## src/rtl/bsram_boot_arb_if.sv

```systemverilog
// bsram_boot_arb_if: boot stream, CPU fetch, debug write and BSRAM port signals of the boot arbiter.
interface bsram_boot_arb_if #(
    parameter int ADDR_W = 11,
    parameter int DATA_W = 16
);
    logic              src_valid;
    logic [DATA_W-1:0] src_data;
    logic              src_ready;
    logic              boot_start;
    logic [ADDR_W-1:0] cpu_addr;
    logic              cpu_rst_n;
    logic              cpu_stall;
    logic              dbg_req;
    logic [ADDR_W-1:0] dbg_addr;
    logic [DATA_W-1:0] dbg_data;
    logic              dbg_ack;
    logic              mem_ce;
    logic              mem_wre;
    logic [ADDR_W-1:0] mem_ad;
    logic [DATA_W-1:0] mem_din;
    logic              boot_done;
    logic              boot_err;
    modport slave (
        input  src_valid, src_data, boot_start, cpu_addr, dbg_req, dbg_addr, dbg_data,
        output src_ready, cpu_rst_n, cpu_stall, dbg_ack, mem_ce, mem_wre, mem_ad, mem_din,
               boot_done, boot_err
    );
    modport master (
        output src_valid, src_data, boot_start, cpu_addr, dbg_req, dbg_addr, dbg_data,
        input  src_ready, cpu_rst_n, cpu_stall, dbg_ack, mem_ce, mem_wre, mem_ad, mem_din,
               boot_done, boot_err
    );
endinterface

```

## src/rtl/bsram_boot_arb.sv

```systemverilog
// bsram_boot_arb: loads a boot image into BSRAM, then shares the port between CPU fetch and debug writes.
// Define BOOT_CHECKSUM_EN to require a trailing checksum word (modular sum of the image).
module bsram_boot_arb #(
    parameter int ADDR_W   = 11,
    parameter int DATA_W   = 16,
    parameter int BOOT_LEN = 17
) (
    input logic clk,
    input logic rst_n,
    bsram_boot_arb_if.slave bus
);
    typedef enum logic [1:0] {LOAD, DRAIN, RUN, ERROR} state_t;
    localparam int CW = ADDR_W + 1;
`ifdef BOOT_CHECKSUM_EN
    localparam logic [CW-1:0] LAST = CW'(BOOT_LEN);
`else
    localparam logic [CW-1:0] LAST = CW'(BOOT_LEN - 1);
`endif
    state_t            state;
    logic [ADDR_W-1:0] wr_addr, ad_q;
    logic [CW-1:0]     cnt;
    logic [DATA_W-1:0] din_q;
    logic              wre_q, ack_q, stall_q, ready_q, cpu_rst_q;
    logic              hs, last, restart, grant, is_ck, ck_ok;
    assign hs      = state == LOAD && ready_q && bus.src_valid;
    assign last    = cnt == LAST;
    assign restart = (state == RUN || state == ERROR) && bus.boot_start;
    // a request seen during its own ack cycle is the same request, not a new one
    assign grant   = state == RUN && bus.dbg_req && !bus.boot_start && !ack_q;
`ifdef BOOT_CHECKSUM_EN
    logic [DATA_W-1:0] sum;
    assign is_ck = last;
    assign ck_ok = sum == bus.src_data;
    always_ff @(posedge clk or negedge rst_n) begin
        if (!rst_n) sum <= '0;
        else if (restart) sum <= '0;
        else if (hs && !is_ck) sum <= sum + bus.src_data;
    end
`else
    assign is_ck = 1'b0;
    assign ck_ok = 1'b1;
`endif
    always_ff @(posedge clk or negedge rst_n) begin
        if (!rst_n) begin
            state     <= LOAD;
            wr_addr   <= '0;
            cnt       <= '0;
            wre_q     <= 1'b0;
            ad_q      <= '0;
            din_q     <= '0;
            cpu_rst_q <= 1'b0;
            ack_q     <= 1'b0;
            stall_q   <= 1'b1;
            ready_q   <= 1'b0;
        end else begin
            wre_q     <= (hs && !is_ck) || grant;
            ack_q     <= grant;
            stall_q   <= grant || ack_q;
            cpu_rst_q <= state == RUN && !bus.boot_start;
            ready_q   <= state == LOAD && !(hs && last);
            if (hs && !is_ck) begin
                ad_q    <= wr_addr;
                din_q   <= bus.src_data;
                wr_addr <= wr_addr + ADDR_W'(1);
            end else if (grant) begin
                ad_q  <= bus.dbg_addr;
                din_q <= bus.dbg_data;
            end
            if (hs) cnt <= cnt + CW'(1);
            if (restart) begin
                wr_addr <= '0;
                cnt     <= '0;
            end
            state <= restart ? LOAD :
                     (hs && last) ? (ck_ok ? DRAIN : ERROR) :
                     state == DRAIN ? RUN : state;
        end
    end
    assign bus.src_ready = ready_q;
    assign bus.mem_ce    = 1'b1;
    assign bus.mem_wre   = wre_q;
    assign bus.mem_ad    = (state == RUN && !ack_q) ? bus.cpu_addr : ad_q;
    assign bus.mem_din   = din_q;
    assign bus.cpu_rst_n = cpu_rst_q;
    assign bus.cpu_stall = stall_q;
    assign bus.dbg_ack   = ack_q;
    assign bus.boot_done = state == RUN;
`ifdef BOOT_CHECKSUM_EN
    assign bus.boot_err  = state == ERROR;
`else
    assign bus.boot_err  = 1'b0;
`endif
endmodule

```

## src/flat_wrapper.sv

```systemverilog
// flat-port wrapper written by rule: the top's interface ports become plain ports
module bsram_boot_arb_flat 
#(
    parameter int ADDR_W   = 11,
    parameter int DATA_W   = 16,
    parameter int BOOT_LEN = 17
)
  (clk, rst_n, bus_src_valid, bus_src_data, bus_boot_start, bus_cpu_addr, bus_dbg_req, bus_dbg_addr, bus_dbg_data, bus_src_ready, bus_cpu_rst_n, bus_cpu_stall, bus_dbg_ack, bus_mem_ce, bus_mem_wre, bus_mem_ad, bus_mem_din, bus_boot_done, bus_boot_err);
  bsram_boot_arb_if #(.ADDR_W(ADDR_W), .DATA_W(DATA_W)) bus_i ();
  input logic clk;
  input logic rst_n;
  input wire logic [$bits(bus_i.src_valid)-1:0] bus_src_valid;
  input wire logic [$bits(bus_i.src_data)-1:0] bus_src_data;
  input wire logic [$bits(bus_i.boot_start)-1:0] bus_boot_start;
  input wire logic [$bits(bus_i.cpu_addr)-1:0] bus_cpu_addr;
  input wire logic [$bits(bus_i.dbg_req)-1:0] bus_dbg_req;
  input wire logic [$bits(bus_i.dbg_addr)-1:0] bus_dbg_addr;
  input wire logic [$bits(bus_i.dbg_data)-1:0] bus_dbg_data;
  output wire logic [$bits(bus_i.src_ready)-1:0] bus_src_ready;
  output wire logic [$bits(bus_i.cpu_rst_n)-1:0] bus_cpu_rst_n;
  output wire logic [$bits(bus_i.cpu_stall)-1:0] bus_cpu_stall;
  output wire logic [$bits(bus_i.dbg_ack)-1:0] bus_dbg_ack;
  output wire logic [$bits(bus_i.mem_ce)-1:0] bus_mem_ce;
  output wire logic [$bits(bus_i.mem_wre)-1:0] bus_mem_wre;
  output wire logic [$bits(bus_i.mem_ad)-1:0] bus_mem_ad;
  output wire logic [$bits(bus_i.mem_din)-1:0] bus_mem_din;
  output wire logic [$bits(bus_i.boot_done)-1:0] bus_boot_done;
  output wire logic [$bits(bus_i.boot_err)-1:0] bus_boot_err;
  assign bus_i.src_valid = bus_src_valid;
  assign bus_i.src_data = bus_src_data;
  assign bus_i.boot_start = bus_boot_start;
  assign bus_i.cpu_addr = bus_cpu_addr;
  assign bus_i.dbg_req = bus_dbg_req;
  assign bus_i.dbg_addr = bus_dbg_addr;
  assign bus_i.dbg_data = bus_dbg_data;
  assign bus_src_ready = bus_i.src_ready;
  assign bus_cpu_rst_n = bus_i.cpu_rst_n;
  assign bus_cpu_stall = bus_i.cpu_stall;
  assign bus_dbg_ack = bus_i.dbg_ack;
  assign bus_mem_ce = bus_i.mem_ce;
  assign bus_mem_wre = bus_i.mem_wre;
  assign bus_mem_ad = bus_i.mem_ad;
  assign bus_mem_din = bus_i.mem_din;
  assign bus_boot_done = bus_i.boot_done;
  assign bus_boot_err = bus_i.boot_err;
  bsram_boot_arb #(.ADDR_W(ADDR_W), .DATA_W(DATA_W), .BOOT_LEN(BOOT_LEN)) u_core (.clk(clk), .rst_n(rst_n), .bus(bus_i));
endmodule
```

## config.mk

```make
export PLATFORM = sky130hd
export DESIGN_NAME = bsram_boot_arb_flat
export DESIGN_NICKNAME = d
export VERILOG_FILES = /design/src/rtl/bsram_boot_arb_if.sv /design/src/rtl/bsram_boot_arb.sv /design/src/flat_wrapper.sv
export SDC_FILE = /design/constraint.sdc
export NUM_CORES = 1
export LEC_CHECK = 0
export ABC_CLOCK_PERIOD_IN_PS = 2250
export CAP_MARGIN = 0
export CORE_MARGIN = 5
export CORE_UTILIZATION = 47
export CTS_CLUSTER_DIAMETER = 100
export CTS_CLUSTER_SIZE = 14
export DETAILED_ROUTE_END_ITERATION = 8
export GPL_TIMING_DRIVEN = 0
export PLACE_DENSITY_LB_ADDON = 0.25
export SLEW_MARGIN = 20
export SYNTH_ARGS = -nofsm -noshare
export SYNTH_HDL_FRONTEND = slang
export SYNTH_SLANG_ARGS = --single-unit
```

## constraint.sdc

```tcl
create_clock -name clk -period 2.25 [get_ports clk]
set_clock_uncertainty 0.1 [all_clocks]
set_input_delay 0.675 -clock clk [delete_from_list [all_inputs] [get_ports clk]]
set_output_delay 0.675 -clock clk [all_outputs]
set_load 0.02 [all_outputs]
```

# Yosys cells after proc, flatten, opt, wreduce, memory -nomap -nowiden
# Cells that the tools add are included.
# word_totals
register_bits	57
in_bits	59
output_inout_bits	35
wordCells	48
# classes
n_addsub	2
n_eq_ne	4
mux	12
reduce_logical	20
# op_table
cell	n
$mux W11	5
$mux W16	2
$mux W12	2
$add A12 B1 Y12 const B	1
$eq A12 B5 Y1 const B	1
$add A11 B1 Y11 const B	1
$logic_and A1 B1 Y1	10
$mux W2	3
$eq A2 B2 Y1 const B	2
$reduce_bool A2 Y1	2
$logic_not A1 Y1	3
$logic_or A1 B1 Y1	3
$reduce_bool A3 Y1	1
$eq A2 B1 Y1 const B	1
$logic_not A2 Y1	1

# Depth between registers and ports, before layout
# logic_depth
depth_word	6
depth_mapped	6
ltp_nobuf	5

# Worst setup path after synthesis
# OpenSTA, ideal clock, no wires.
# synth_timing
path_type	register to output
startpoint	register u_core.ack_q, in the netlist u_core.bus.dbg_ack
endpoint	output port bus_mem_ad[0]
arrival_ns	1.407
required_ns	1.475
setup_slack_ns	0.068
stages_incl_launch_ff	6
n_path_buf	2
path_cell_list	dfrtp_1 > nor3b_1 > buf_2 > buf_1 > nand2_1 > nand2_1
# synth_via
elab_chain_len	3
# synth_rtl
element	line_no	rtl
from (decl)	bsram_boot_arb.sv:23	logic wre_q, ack_q, stall_q, ready_q, cpu_rst_q;
from (signal assigned)	bsram_boot_arb.sv:57	ack_q <= grant;
$logic_not A1 Y1	bsram_boot_arb.sv:82	assign bus.mem_ad = (state == RUN && !ack_q) ? bus.cpu_addr : ad_q;
$logic_and A1 B1 Y1	bsram_boot_arb.sv:82	
$mux W11	bsram_boot_arb.sv:82	
to (decl)	flat_wrapper.sv:25	output wire logic [$bits(bus_i.mem_ad)-1:0] bus_mem_ad;
# No other way between the ends.

# Worst setup path in the final report
# layout_timing
startpoint	register u_core.state[0]
endpoint	output port bus_mem_ad[0]
# layout_via
elab_chain_len	3
# layout_rtl
element	line_no	rtl
from (decl)	bsram_boot_arb.sv:19	state_t state;
from (signal assigned)	bsram_boot_arb.sv:74	state <= restart ? LOAD :
$eq A2 B2 Y1	bsram_boot_arb.sv:82	
$logic_and A1 B1 Y1	bsram_boot_arb.sv:82	
$mux W11	bsram_boot_arb.sv:82	
# No other way between the ends.

==> metrics.txt <==
Port Buf Inserts=91; sequential area share after synthesis=47.86%; worst reg-to-reg setup slack=150 ps; Setup WS post-layout=-161.0 ps; Internal=2.878 mW; total core area=6277 µm²; FF-to-FF Start=u_core.state[1]$_DFFE_PN0P_; failing checks=negative setup slack; Root Driver=clkbuf_8; antenna violations before repair=0; via/cell ratio=5.659; clk_lat worst skew=350 ps; min-delay worst type=input port to asynchronous set/reset pin; vias=3050; crit path DAT=1640 ps; CTS Buf Count=9; Die Area=8040 µm²; Num Clock Sinks=57; DRT iter0 DRCs=210; die height=89.67 µm; Setup-failing EPs final=11; crit share post-route=107.2%; Reg clk slew, reported paths=80 ps; syn_area_per_cell=8.646 µm²; Crit Path Class=flip-flop to primary output; RSZ-0062 raised after global routing=yes; first-pass GRT wire length=14330 µm; number of global-route vias before repair=2893; Peak VDD IR=613.3 µV; Synth Register Bits=57; initial core utilization=47.52%; leakage power=1.871 nW; clock buffer depth=2; area grow syn2layout=49.16%; cell row count=29; Post-Syn Area=2983 µm²; final hold viol count=0; Power Density=1075 nW/µm²; CTS tree=built; # diodes=0; Slew HR=65.64%; Crit Path Max Fanout=5; Synth Instances=345; Total Power=4.783 mW; final core utilization=70.88%; Final HPWL DP=6423 µm; placed inst area=4008 µm²; post-DR wirelength/cell=16.84 µm; final net count=519; grt ovf=0; # fillers=485; GP Congestion=0.8324; outcome=finished with violations; Worst Setup End Kind=primary output; Cell variety after synth=38; Startpoint Class=flip-flop; Die Wd=89.67 µm; Reg power frac=33.9%; r2r worst-path depth=8; pin count of the biggest net entering global routing=40; CP Data Required Time=1470 ps; combinational power share=45.6%; drt first pass iters=4; clock share of power=20.5%; ANT nets after route=0; H-tree depth=3; Max Slew Vio Count=0; max_cap viols=0; synthesized net count=407; Sw Share=39.82%; r2r endpoint=u_core.cnt[7]$_DFFE_PN0P_; number of remaining DRC errors=0; fin crit period=2411 ps; Hold WS=96.18 ps; f_max=0.4148 GHz; final wirelength=9075 µm; Ys Warns=0; post-place setup slack=-682.1 ps; # IOs=94; Global Route Usage Sum=23.35%; layout cell share with drive strength beyond 1=18.40%; final instance area=4449 µm²; Worst-Margin Slew=515.4 ps; P_sw=1.905 mW
[cell usage in the layout, fill, tap and decap left out, types with 2 or more instances in the layout]
cell type / count
nand3_1: 8
clkinv_4: 3
ha_1: 3
o21ai_0: 32
nand2_4: 8
conb_1: 2
dlygate4sd2_1: 2
a22oi_1: 2
buf_6: 16
o311ai_0: 2
inv_1: 9
nand4_1: 5
a21oi_1: 35
nor4_1: 7
o31ai_1: 6
nor3_1: 2
nor3b_1: 2
a31oi_1: 27
clkbuf_2: 7
mux2i_1: 8
nand2_2: 15
clkdlybuf4s50_1: 76
buf_2: 3
nor2b_1: 3
clkbuf_1: 9
or3_1: 4
nand2b_1: 7
dfrtp_1: 55
clkbuf_8: 10
nor2_1: 27
o41ai_1: 2
buf_4: 12
or4_1: 5
o21a_1: 2
nand2_1: 27
clkinvlp_4: 2
[worst max-delay path by stage]
stage                                       from                                end  slack (ps)  cells after the start
floorplan           u_core.bus.dbg_ack$_DFF_PN0_                      bus_mem_ad[0]          70                      5
global placement                           rst_n  u_core.bus.mem_din[3]$_DFFE_PN0P_       -1450                      1
detailed placement   u_core.state[0]$_DFFE_PN0P_                      bus_mem_ad[6]        -680                      6
CTS                 u_core.bus.dbg_ack$_DFF_PN0_                      bus_mem_ad[4]        -180                      5
global route         u_core.state[0]$_DFFE_PN0P_                      bus_mem_ad[9]        -220                      5
finish               u_core.state[0]$_DFFE_PN0P_                      bus_mem_ad[0]        -160                      5
[worst max-delay path, cell delays in order (launching register included)]
cell and delay [ps]:
dfrtp_2 420, or3b_4 450, clkbuf_8 180, nand2_4 60, nand2_2 50, buf_6 120
[registers in the layout, summed over array words and instances (netlist names)]
name / count
u_core.bus.dbg_ack: 1
u_core.bus.cpu_rst_n: 1
u_core.bus.mem_wre: 1
u_core.ad_q: 11
u_core.bus.src_ready: 1
u_core.wr_addr: 11
u_core.cnt: 12
u_core.state: 2
u_core.bus.mem_din: 16
u_core.bus.cpu_stall: 1
[power groups by stage]
stage | sequential (mW) | combinational, mW | clock [mW]
2_1_floorplan | 1.69 | 0.985 | 0
3_3_place_gp | 1.57 | 1.92 | 0
3_5_place_dp | 1.59 | 1.97 | 0
4_1_cts | 1.58 | 2.03 | 0.983
5_1_grt | 1.67 | 2.38 | 1.04
6_report | 1.62 | 2.18 | 0.982
[area by class of cell]
type	count	area, µm²	area share [%]
Buffer	29	183.9	4.134
Sequential cell	57	1429	32.11
Clock buffer	9	123.9	2.784
Multi-Input combinational cell	250	1489	33.46
Timing Repair Buffer	101	1013	22.78
Inverter	9	33.78	0.7593
Tap cell	77	96.34	2.165
Clock inverter	7	80.08	1.800
[synth_stat cells]
| cell type | n | area [µm²] |
|---|---|---|
| dfrtp_1 | 56 | 1401 |
| clkbuf_1 | 18 | 67.56 |
| or3b_2 | 1 | 8.760 |
| nor4b_1 | 1 | 8.760 |
| a22oi_1 | 2 | 15.01 |
| o311ai_0 | 2 | 17.52 |
| nor3_1 | 2 | 10.01 |
| or4_1 | 5 | 37.54 |
| dfstp_2 | 1 | 26.28 |
| nor2_1 | 27 | 101.4 |
| nand4_1 | 5 | 31.28 |
| conb_1 | 2 | 7.510 |
| o21a_1 | 2 | 15.01 |
| nor3b_1 | 3 | 22.52 |
| inv_1 | 9 | 33.78 |
| and2_1 | 1 | 6.260 |
| buf_2 | 5 | 25.02 |
| ha_1 | 3 | 37.54 |
| a21o_1 | 1 | 7.510 |
| o41ai_1 | 2 | 17.52 |
| a21oi_1 | 35 | 175.2 |
| xnor2_1 | 1 | 8.760 |
| nor2b_1 | 3 | 18.77 |
| nand2_1 | 50 | 187.7 |
| nand3_1 | 8 | 40.04 |
| o21ai_0 | 32 | 160.2 |
| nor4bb_1 | 1 | 10.01 |
| or3_1 | 4 | 25.02 |
| nor4_1 | 7 | 43.79 |
| nand2b_1 | 7 | 43.79 |
| nand4bb_4 | 1 | 27.53 |
| buf_1 | 2 | 7.510 |
| a31oi_1 | 27 | 168.9 |
| buf_6 | 2 | 22.52 |
| o31ai_1 | 6 | 45.04 |
| buf_4 | 2 | 15.01 |
| mux2i_1 | 8 | 80.08 |
| o21ai_1 | 1 | 5.000 |
[kinds of logic (layout without fill, tap and decap cells)]
group,count (synthesis),after routing,share of synthesized area [%]
XOR/XNOR,1,1,0.2937
other,2,2,0.2518
adder cells (fa/ha/maj),3,3,1.259
AND/OR/NAND/NOR,126,126,20.89
multiplexers,8,8,2.685
flip-flops,57,57,47.86
AO/OA/AOI/OAI,110,110,21.01
buffers and inverters,38,155,5.746
[layer usage]
layer	GRT usage, %	share of wire [%]	vias to the layer above
met2	37.17	51	103
met3	4.562	7.0	10
met1	31.29	41	1477
met4	9.608	1.2	0
li1	-	-	1460
met5	0	0	-
[what timing repair did]
| action | 4_1_cts | 5_1_grt |
|---|---|---|
| pin swaps | 10 | 18 |
| buffers inserted | 8 | 0 |
| setup endpoints to repair | 22 | 32 |
| hold endpoints to repair | 0 | 0 |
| cloned | 1 | 0 |
| hold buffers | 0 | 0 |
| resized for setup | 80 | 51 |
[through the flow]
step                setup TNS (ps)  instances
finish                       -1586        539
global route                 -2214        539
CTS                          -1805        539
detailed placement          -16640        514
global placement            -96860        513
floorplan                        0        345
Note: power is estimated with default switching activity, not from simulation.
